## config.mk

```make
export PLATFORM = sky130hd
export DESIGN_NAME = branch_predictor
export DESIGN_NICKNAME = d
export VERILOG_FILES = /design/src/rtl/bp_pkg.sv /design/src/rtl/return_addr_stack.sv /design/src/rtl/branch_predictor.sv
export SDC_FILE = /design/constraint.sdc
export NUM_CORES = 2
export LEC_CHECK = 0
export CORE_UTILIZATION = 45
export CTS_CLUSTER_SIZE = 16
export DETAILED_ROUTE_END_ITERATION = 10
export GPL_ROUTABILITY_DRIVEN = 0
export PLACE_DENSITY = 0.64
export SLEW_MARGIN = 20
export SYNTH_ARGS = -nofsm -noshare
export SYNTH_HDL_FRONTEND = slang
export SYNTH_SLANG_ARGS = --single-unit
```

## constraint.sdc

```tcl
create_clock -name clk -period 6.8 [get_ports clk]
set_input_delay 1.02 -clock clk [delete_from_list [all_inputs] [get_ports clk]]
set_output_delay 1.02 -clock clk [all_outputs]
set_load 0.01 [all_outputs]
```

## src/rtl/bp_pkg.sv

```systemverilog
// Shared types and helpers for the dynamic branch predictor.
// A BTB entry is split into metadata (this struct) and separately sized tag/target arrays.
package bp_pkg;

    typedef enum logic [1:0] {
        BRANCH = 2'd0,
        JUMP   = 2'd1,
        CALL   = 2'd2,
        RET    = 2'd3
    } cf_type_e;

    localparam logic [1:0] CTR_SNT = 2'b00;
    localparam logic [1:0] CTR_WNT = 2'b01;
    localparam logic [1:0] CTR_WT  = 2'b10;
    localparam logic [1:0] CTR_ST  = 2'b11;

    typedef struct packed {
        logic     valid;
        cf_type_e cf_type;
        logic [1:0] ctr;
    } btb_entry_t;

    // Word-aligned PC bits that select a direct-mapped entry.
    function automatic logic [63:0] pc_index(input logic [63:0] pc, input int unsigned idx_w);
        return (pc >> 2) & ((64'(1) << idx_w) - 64'(1));
    endfunction

    function automatic logic [63:0] pc_tag(input logic [63:0] pc, input int unsigned idx_w);
        return pc >> (idx_w + 2);
    endfunction

endpackage

```

## src/rtl/return_addr_stack.sv

```systemverilog
// Circular return-address stack: a full push overwrites the oldest entry, an empty pop is ignored.
module return_addr_stack #(
    parameter int unsigned XLEN  = 32,
    parameter int unsigned DEPTH = 4
) (
    input  logic            clk,
    input  logic            rst,
    input  logic            push,
    input  logic            pop,
    input  logic [XLEN-1:0] push_data,
    output logic [XLEN-1:0] top,
    output logic            empty
);
    localparam int unsigned PTR_W = $clog2(DEPTH);
    localparam int unsigned CNT_W = $clog2(DEPTH + 1);

    logic [XLEN-1:0]  mem [DEPTH];
    logic [PTR_W-1:0] ptr;
    logic [CNT_W-1:0] count;

    assign top   = mem[ptr - PTR_W'(1)];
    assign empty = (count == '0);

    always_ff @(posedge clk) begin
        if (rst) begin
            ptr   <= '0;
            count <= '0;
        end else if (push) begin
            ptr <= ptr + PTR_W'(1);
            if (count != CNT_W'(DEPTH)) count <= count + CNT_W'(1);
        end else if (pop && !empty) begin
            ptr   <= ptr - PTR_W'(1);
            count <= count - CNT_W'(1);
        end
    end

    // Storage needs no reset; count qualifies every read.
    always_ff @(posedge clk) begin
        if (!rst && push) mem[ptr] <= push_data;
    end

endmodule

```

## src/rtl/branch_predictor.sv

```systemverilog
// Dynamic branch predictor: direct-mapped BTB with 2-bit counters plus a return-address stack.
// Predicts combinationally in IF, trains from resolved EX outcomes, flags mispredicts.
module branch_predictor
    import bp_pkg::*;
#(
    parameter int unsigned XLEN      = 32,
    parameter int unsigned ENTRIES   = 64,
    parameter int unsigned RAS_DEPTH = 4,
    parameter logic [1:0]  CTR_INIT  = 2'b01
) (
    input  logic            clk,
    input  logic            rst,
    input  logic [XLEN-1:0] if_pc,
    output logic            pred_taken,
    output logic [XLEN-1:0] pred_target,
    input  logic            upd_valid,
    input  logic [XLEN-1:0] upd_pc,
    input  cf_type_e        upd_type,
    input  logic            upd_taken,
    input  logic [XLEN-1:0] upd_target,
    input  logic            upd_pred_taken,
    input  logic [XLEN-1:0] upd_pred_target,
    output logic            mispredict,
    output logic [XLEN-1:0] redirect_pc,
    output logic [31:0]     stat_branches,
    output logic [31:0]     stat_mispred
);
    localparam int unsigned IDX_W = $clog2(ENTRIES);
    localparam int unsigned TAG_W = XLEN - IDX_W - 2;

    btb_entry_t       meta    [ENTRIES];
    logic [TAG_W-1:0] tags    [ENTRIES];
    logic [XLEN-1:0]  targets [ENTRIES];

    logic [IDX_W-1:0] lk_idx, up_idx;
    logic [TAG_W-1:0] lk_tag, up_tag;
    logic             lk_hit, up_hit, btb_wr;
    logic [1:0]       ctr_next;
    logic [XLEN-1:0]  ras_top;
    logic             ras_empty;

    assign lk_idx = IDX_W'(pc_index(64'(if_pc), IDX_W));
    assign lk_tag = TAG_W'(pc_tag(64'(if_pc), IDX_W));
    assign up_idx = IDX_W'(pc_index(64'(upd_pc), IDX_W));
    assign up_tag = TAG_W'(pc_tag(64'(upd_pc), IDX_W));
    assign lk_hit = meta[lk_idx].valid && (tags[lk_idx] == lk_tag);
    assign up_hit = meta[up_idx].valid && (tags[up_idx] == up_tag);

    // Lookup reads pre-update state, so a same-cycle update becomes visible next cycle.
    always_comb begin
        pred_taken  = 1'b0;
        pred_target = if_pc + XLEN'(4);
        if (lk_hit) begin
            case (meta[lk_idx].cf_type)
                BRANCH: if (meta[lk_idx].ctr[1]) begin
                    pred_taken  = 1'b1;
                    pred_target = targets[lk_idx];
                end
                JUMP, CALL: begin
                    pred_taken  = 1'b1;
                    pred_target = targets[lk_idx];
                end
                RET: if (!ras_empty) begin
                    pred_taken  = 1'b1;
                    pred_target = ras_top;
                end
            endcase
        end
    end

    assign mispredict  = upd_valid && ((upd_taken != upd_pred_taken) ||
                                       (upd_taken && (upd_target != upd_pred_target)));
    assign redirect_pc = upd_taken ? upd_target : upd_pc + XLEN'(4);

    always_comb begin
        ctr_next = meta[up_idx].ctr;
        if (upd_taken) begin
            if (meta[up_idx].ctr != CTR_ST) ctr_next = meta[up_idx].ctr + 2'd1;
        end else begin
            if (meta[up_idx].ctr != CTR_SNT) ctr_next = meta[up_idx].ctr - 2'd1;
        end
    end

    // Tag/target change exactly when a taken outcome is recorded.
    assign btb_wr = upd_valid && ((upd_type != BRANCH) || upd_taken);

    always_ff @(posedge clk) begin
        if (rst) begin
            for (int i = 0; i < int'(ENTRIES); i++) begin
                meta[i] <= '{valid: 1'b0, cf_type: BRANCH, ctr: CTR_INIT};
            end
            stat_branches <= '0;
            stat_mispred  <= '0;
        end else begin
            if (upd_valid) begin
                if (upd_type == BRANCH) begin
                    if (up_hit) begin
                        meta[up_idx].ctr     <= ctr_next;
                        meta[up_idx].cf_type <= BRANCH;
                    end else if (upd_taken) begin
                        meta[up_idx] <= '{valid: 1'b1, cf_type: BRANCH, ctr: 2'(CTR_INIT + 2'd1)};
                    end
                end else begin
                    meta[up_idx] <= '{valid: 1'b1, cf_type: upd_type, ctr: CTR_ST};
                end
            end
            if (upd_valid && (stat_branches != '1)) stat_branches <= stat_branches + 32'd1;
            if (mispredict && (stat_mispred != '1)) stat_mispred <= stat_mispred + 32'd1;
        end
    end

    always_ff @(posedge clk) begin
        if (!rst && btb_wr) begin
            tags[up_idx]    <= up_tag;
            targets[up_idx] <= upd_target;
        end
    end

    return_addr_stack #(.XLEN(XLEN), .DEPTH(RAS_DEPTH)) u_ras (
        .clk       (clk),
        .rst       (rst),
        .push      (upd_valid && (upd_type == CALL)),
        .pop       (upd_valid && (upd_type == RET)),
        .push_data (upd_pc + XLEN'(4)),
        .top       (ras_top),
        .empty     (ras_empty)
    );

endmodule

```

==> impl_results.html <==
<table>
<tr><th>Metric</th><th>Value</th></tr>
<tr><th colspan="2">Die</th></tr>
<tr><td>Initial Utilization</td><td>0.453</td></tr>
<tr><td>Horizontal extent of the die</td><td>roughly 630 um</td></tr>
<tr><td>Core Region</td><td>about 390000 sq um</td></tr>
<tr><td>Row cnt</td><td>228</td></tr>
<tr><td>Area of the die</td><td>392000 sq um</td></tr>
<tr><td>Height of the die</td><td>626 um</td></tr>
<tr><td>I/O pin total</td><td>265</td></tr>
<tr><th colspan="2">Worst setup path</th></tr>
<tr><td>Crit path top cell by count</td><td>sky130_fd_sc_hd__mux4_2</td></tr>
<tr><td>Register-to-Register Setup Slack</td><td>between 1.5 and 2 ns</td></tr>
<tr><td>Delay contributed by the slowest stage of the critical path</td><td>0.70 ns</td></tr>
<tr><td>Crit-path leading delay family</td><td>multiplexers</td></tr>
<tr><td>Startpoint types</td><td>primary input</td></tr>
<tr><td>Worst Reg2Reg Path Length in Cells</td><td>14</td></tr>
<tr><td>Critical path class</td><td>primary input to output port</td></tr>
<tr><td>Arrival time reported for the critical path endpoint</td><td>5.66 ns</td></tr>
<tr><td>Highest-delay cell along the critical path</td><td>sky130_fd_sc_hd__or4_4</td></tr>
<tr><td>FF-to-FF Start</td><td>tags[14][6]$_DFFE_PP_</td></tr>
<tr><td>CP Max Fanout</td><td>18</td></tr>
<tr><td>Worst flop-to-flop path endpoint</td><td>meta[40][0]$_DFFE_PP_</td></tr>
<tr><td>Kind of capture point of the worst setup path</td><td>output port</td></tr>
<tr><td>List of cells traversed by the critical path</td><td>buf_16 -&gt; buf_16 -&gt; buf_4 -&gt; mux4_2 -&gt; mux4_2 -&gt; mux4_2 -&gt; xnor2_1 -&gt; buf_4 -&gt; nand4_1 -&gt; or4_4 -&gt; nor4_4 -&gt; buf_12 -&gt; o211ai_4 -&gt; buf_12 -&gt; a21o_1 -&gt; dlygate4sd2_1</td></tr>
<tr><td>Worst path required time</td><td>5.78 ns</td></tr>
<tr><td>Number of buffer and inverter instances along the worst setup path</td><td>7</td></tr>
<tr><th colspan="2">Drt</th></tr>
<tr><td>TritonRoute pass-1 iters</td><td>11</td></tr>
<tr><td>Vias per cell</td><td>roughly 7</td></tr>
<tr><td>DRC Markers</td><td>1</td></tr>
<tr><td>Final ANT Viol Nets</td><td>0</td></tr>
<tr><td>Total via count after detailed routing</td><td>roughly 110k</td></tr>
<tr><td>Wirelength per Cell</td><td>roughly 43 um</td></tr>
<tr><td>Number of DRC markers in iteration 0</td><td>approximately 21000</td></tr>
<tr><td>Total wirelength of the detailed-routed design</td><td>~670 mm</td></tr>
<tr><th colspan="2">Cells and area</th></tr>
<tr><td>Layout cells sized above 1</td><td>0.310</td></tr>
<tr><td>Number of fill cells in the layout</td><td>29900</td></tr>
<tr><td>Commonest non-fill, non-tap cells in the layout</td><td>sky130_fd_sc_hd__edfxtp_1 (3968), sky130_fd_sc_hd__mux4_2 (1379), sky130_fd_sc_hd__buf_4 (575)</td></tr>
<tr><td>Area added between synthesis and finish</td><td>16.7%</td></tr>
<tr><td>Number of nets in the finished design</td><td>9984</td></tr>
<tr><td>Non-Filler Instances</td><td>around 15000</td></tr>
<tr><td>Most frequent standard cell in the layout excluding fill and tap cells</td><td>sky130_fd_sc_hd__edfxtp_1</td></tr>
<tr><td>Final design area excluding fillers</td><td>roughly 200000 sq um</td></tr>
<tr><th colspan="2">Pwr</th></tr>
<tr><td>Lkg Pwr</td><td>64.9 nW</td></tr>
<tr><td>Pwr dens</td><td>about 270 nW/um^2</td></tr>
<tr><td>Clk pwr share</td><td>0.416</td></tr>
<tr><td>Internal power</td><td>around 43 mW</td></tr>
<tr><td>Register share of total power</td><td>0.500</td></tr>
<tr><td>Worst VDD drop</td><td>~210 uV</td></tr>
<tr><td>Proportion of total power due to net switching</td><td>0.233</td></tr>
<tr><td>Net switching power of the design</td><td>roughly 13 mW</td></tr>
<tr><td>Total power</td><td>between 50 and 60 mW</td></tr>
<tr><td>Combinational group share of total power</td><td>0.084</td></tr>
<tr><th colspan="2">Global routing</th></tr>
<tr><td>First-pass GRT wire length</td><td>899 mm</td></tr>
<tr><td>Grt ovf</td><td>0</td></tr>
<tr><td>Overall fraction of global-route tracks in use</td><td>0.337</td></tr>
<tr><td>Antenna violations before repair</td><td>63</td></tr>
<tr><td>Vias in the first global route</td><td>105000</td></tr>
<tr><td>Pin count of the biggest net entering global routing</td><td>roughly 150</td></tr>
<tr><th colspan="2">Clocking</th></tr>
<tr><td>TritonCTS clock tree</td><td>built</td></tr>
<tr><td># clock sinks</td><td>between 4000 and 5000</td></tr>
<tr><td>Latest clock arrival within the worst-skew pair</td><td>1.02 ns</td></tr>
<tr><td>Clock input transition at the sequential cells of the worst setup and hold paths</td><td>approximately 0.060 ns</td></tr>
<tr><td>Hold-fix buffers, CTS</td><td>0</td></tr>
<tr><td>CTS root buffer</td><td>sky130_fd_sc_hd__clkbuf_16</td></tr>
<tr><td>Maximum buffer depth of the clock tree</td><td>4</td></tr>
<tr><td>Clock buffer count from CTS</td><td>417</td></tr>
<tr><td>CTS H-tree lvls</td><td>5</td></tr>
<tr><th colspan="2">Worst hold path</th></tr>
<tr><td>Worst Hold Path Cells</td><td>1</td></tr>
<tr><td>Endpoint of the worst hold-timing path</td><td>targets[0][5]$_DFFE_PP_</td></tr>
<tr><td>Worst hold path class</td><td>primary input to flip-flop</td></tr>
<tr><td>Startpoint of the tightest hold check path</td><td>upd_target[5]</td></tr>
<tr><th colspan="2">Logic synthesis</th></tr>
<tr><td>Post-synth EDFFs</td><td>between 3000 and 4000</td></tr>
<tr><td>Adder and majority cell fraction of the synthesized area</td><td>0.000885</td></tr>
<tr><td>Count of yosys warnings during synthesis</td><td>0</td></tr>
<tr><td>Flip-flop cell with the highest count after synthesis</td><td>sky130_fd_sc_hd__edfxtp_1</td></tr>
<tr><td>Syn_area_per_cell</td><td>between 15 and 20 sq um</td></tr>
<tr><td>Area of the mapped netlist</td><td>about 180000 sq um</td></tr>
<tr><td>Synth Area in Compound Gates</td><td>0.0458</td></tr>
<tr><td>Instance count of the mapped netlist</td><td>between 9000 and 10000</td></tr>
<tr><td>Async set-or-reset flop fraction in the synthesized netlist</td><td>0</td></tr>
<tr><td>Combinational family with the most area after synthesis</td><td>multiplexers</td></tr>
<tr><td>Simple-gate share of the synthesized area</td><td>0.0292</td></tr>
<tr><td>Portion of the post-synthesis area used by sequential elements</td><td>0.695</td></tr>
<tr><td>Yosys reg bits</td><td>about 4100</td></tr>
<tr><td>Unique masters post-synth</td><td>76</td></tr>
<tr><td>Multiplexer area fraction after synthesis</td><td>0.202</td></tr>
<tr><td>Syn_nets</td><td>between 9000 and 10000</td></tr>
<tr><td>Post-synthesis share of cell area spent on xor and xnor gates</td><td>0.00934</td></tr>
<tr><th colspan="2">Status</th></tr>
<tr><td>Failing checks</td><td>DRC</td></tr>
<tr><td>Status</td><td>finished, violations left</td></tr>
<tr><th colspan="2">Place</th></tr>
<tr><td>Detailed placer's ending HPWL</td><td>about 400 mm</td></tr>
<tr><td>Inst Count DP</td><td>roughly 15000</td></tr>
<tr><td>Worst-case setup slack after placement</td><td>-0.364 ns</td></tr>
<tr><td>Post-detailed-placement cell area</td><td>between 150000 and 200000 sq um</td></tr>
<tr><td>Count of port buffers added during placement</td><td>roughly 260</td></tr>
<tr><th colspan="2">STA</th></tr>
<tr><td>Final count of negative-setup-slack endpoints</td><td>0</td></tr>
<tr><td>Final count of hold timing violations</td><td>0</td></tr>
<tr><td>Peak clock frequency supported by timing</td><td>~150 MHz</td></tr>
<tr><td>Final worst-path setup slack</td><td>0.117 ns</td></tr>
<tr><td>Worst slew margin</td><td>0.105</td></tr>
<tr><td>Transition at the pin with the smallest max-transition slack</td><td>1.34 ns</td></tr>
<tr><td>Unrepaired setup endpoints after global routing</td><td>false</td></tr>
<tr><td>Final Critical Period</td><td>roughly 6.7 ns</td></tr>
<tr><td>Worst Clk Skew</td><td>slightly above 0.07 ns</td></tr>
<tr><td>Setup TNS</td><td>0 ns</td></tr>
<tr><td>Final worst path period share</td><td>0.983</td></tr>
<tr><td>Number of slew-limit violations in the final report</td><td>0</td></tr>
<tr><th colspan="2">Job</th></tr>
<tr><td>Number of max-capacitance violations reported</td><td>0</td></tr>
</table>
-- power by group through the flow --
stage | clock network (mW) | logic, mW | registers (mW)
after floorplan | 0 | 2.31 | 28.4
after global placement | 0 | 4.43 | 28.5
after detailed placement | 0 | 4.50 | 28.5
after CTS | 23.4 | 4.55 | 27.9
after global routing | 24.3 | 4.74 | 27.9
final | 23.3 | 4.68 | 27.9
-- layout make-up --
| cell class | instances | area [sq um] | share of cell area |
|---|---|---|---|
| clock inverter | 268 | 2650 | 0.0129 |
| tap | 5175 | 6470 | 0.0316 |
| multi-input combinational | 4183 | 51100 | 0.250 |
| antenna | 50 | 125 | 0.000611 |
| sequential | 4101 | 122000 | 0.595 |
| timing repair buffer | 1051 | 11200 | 0.0546 |
| inverter | 84 | 325 | 0.00159 |
| clock buffer | 505 | 11000 | 0.0536 |
-- sequential cells by signal, indices dropped and copies added, names as in the netlist --
signal	flops
u_ras.count	3
tags	1536
stat_branches	32
u_ras.ptr	2
u_ras.mem	128
stat_mispred	32
targets	2048
meta	320
-- through the flow --
stage | util | hold WS [ns]
3_5_place_dp | 0.492 | 0.468
2_1_floorplan | - | 0.446
6_report | 0.529 | 0.322
3_3_place_gp | 0.491 | 0.458
4_1_cts | 0.528 | 0.260
5_1_grt | 0.529 | 0.288
-- synthesized netlist by cell type, types with 15 or more instances --
master | number | share of area
sky130_fd_sc_hd__buf_2 | 176 | 0.0050
sky130_fd_sc_hd__a21oi_1 | 122 | 0.0035
sky130_fd_sc_hd__buf_1 | 116 | 0.0025
sky130_fd_sc_hd__a21boi_1 | 23 | 0.00098
sky130_fd_sc_hd__a22o_1 | 59 | 0.0029
sky130_fd_sc_hd__a22oi_1 | 120 | 0.0051
sky130_fd_sc_hd__nand4_1 | 42 | 0.0015
sky130_fd_sc_hd__a221o_1 | 76 | 0.0043
sky130_fd_sc_hd__a21o_1 | 22 | 0.00094
sky130_fd_sc_hd__o22ai_1 | 160 | 0.0057
sky130_fd_sc_hd__nand3b_1 | 15 | 0.00064
sky130_fd_sc_hd__nor2_1 | 388 | 0.0083
sky130_fd_sc_hd__or3_1 | 19 | 0.00068
sky130_fd_sc_hd__mux2i_1 | 238 | 0.014
sky130_fd_sc_hd__buf_4 | 41 | 0.0018
sky130_fd_sc_hd__xor2_1 | 100 | 0.0050
sky130_fd_sc_hd__nor3_1 | 119 | 0.0034
sky130_fd_sc_hd__nor4_1 | 22 | 0.00078
sky130_fd_sc_hd__nand2_1 | 240 | 0.0051
sky130_fd_sc_hd__edfxtp_1 | 3968 | 0.68
sky130_fd_sc_hd__dfxtp_1 | 133 | 0.015
sky130_fd_sc_hd__nand3_1 | 58 | 0.0017
sky130_fd_sc_hd__o221ai_1 | 28 | 0.0014
sky130_fd_sc_hd__xnor2_1 | 87 | 0.0043
sky130_fd_sc_hd__inv_1 | 83 | 0.0018
sky130_fd_sc_hd__nand2b_1 | 30 | 0.0011
sky130_fd_sc_hd__a31oi_1 | 25 | 0.00089
sky130_fd_sc_hd__o22a_1 | 20 | 0.0010
sky130_fd_sc_hd__o21ai_0 | 146 | 0.0042
sky130_fd_sc_hd__nor2b_1 | 49 | 0.0017
sky130_fd_sc_hd__o21bai_1 | 36 | 0.0015
sky130_fd_sc_hd__a221oi_1 | 125 | 0.0062
sky130_fd_sc_hd__mux4_2 | 1379 | 0.18
sky130_fd_sc_hd__and3_1 | 29 | 0.0010
sky130_fd_sc_hd__clkbuf_1 | 324 | 0.0069
sky130_fd_sc_hd__mux2_2 | 170 | 0.011
sky130_fd_sc_hd__a21boi_0 | 42 | 0.0018
-- layer usage --
metal	vias up	GRT usage	routed length (um)
met5	-	0	205
met4	30	0.230	56700
met3	2280	0.100	91900
met2	9850	0.501	297000
met1	56900	0.429	225000
li1	39800	-	-
-- worst max-delay path by stage --
stage / startpoint / to / slack, ns / cells past startpoint
4_1_cts: if_pc[2] / pred_target[14] / -0.01 / 16
5_1_grt: if_pc[2] / pred_target[27] / 0.12 / 13
3_5_place_dp: if_pc[2] / pred_target[30] / -0.36 / 16
6_report: if_pc[2] / pred_target[30] / 0.12 / 16
3_3_place_gp: if_pc[2] / pred_target[30] / -0.38 / 16
2_1_floorplan: if_pc[3] / pred_target[10] / 0.002 / 23
-- timing repair --
item | CTS | global route
endpoints found under the setup margin | 31 | 26
resized for setup | 34 | 33
setup buffers | 11 | 1
gates cloned | 4 | 4
pin swaps | 5 | 5
-- cell families after synthesis --
| logic type | after synthesis |
|---|---|
| AO/OA/AOI/OAI | 1114 |
| XOR/XNOR | 187 |
| adder cells (fa/ha/maj) | 12 |
| buffers and inverters | 749 |
| flip-flops | 4101 |
| multiplexers | 1787 |
| AND/OR/NAND/NOR | 1083 |
(Power assumes the default switching activity.)
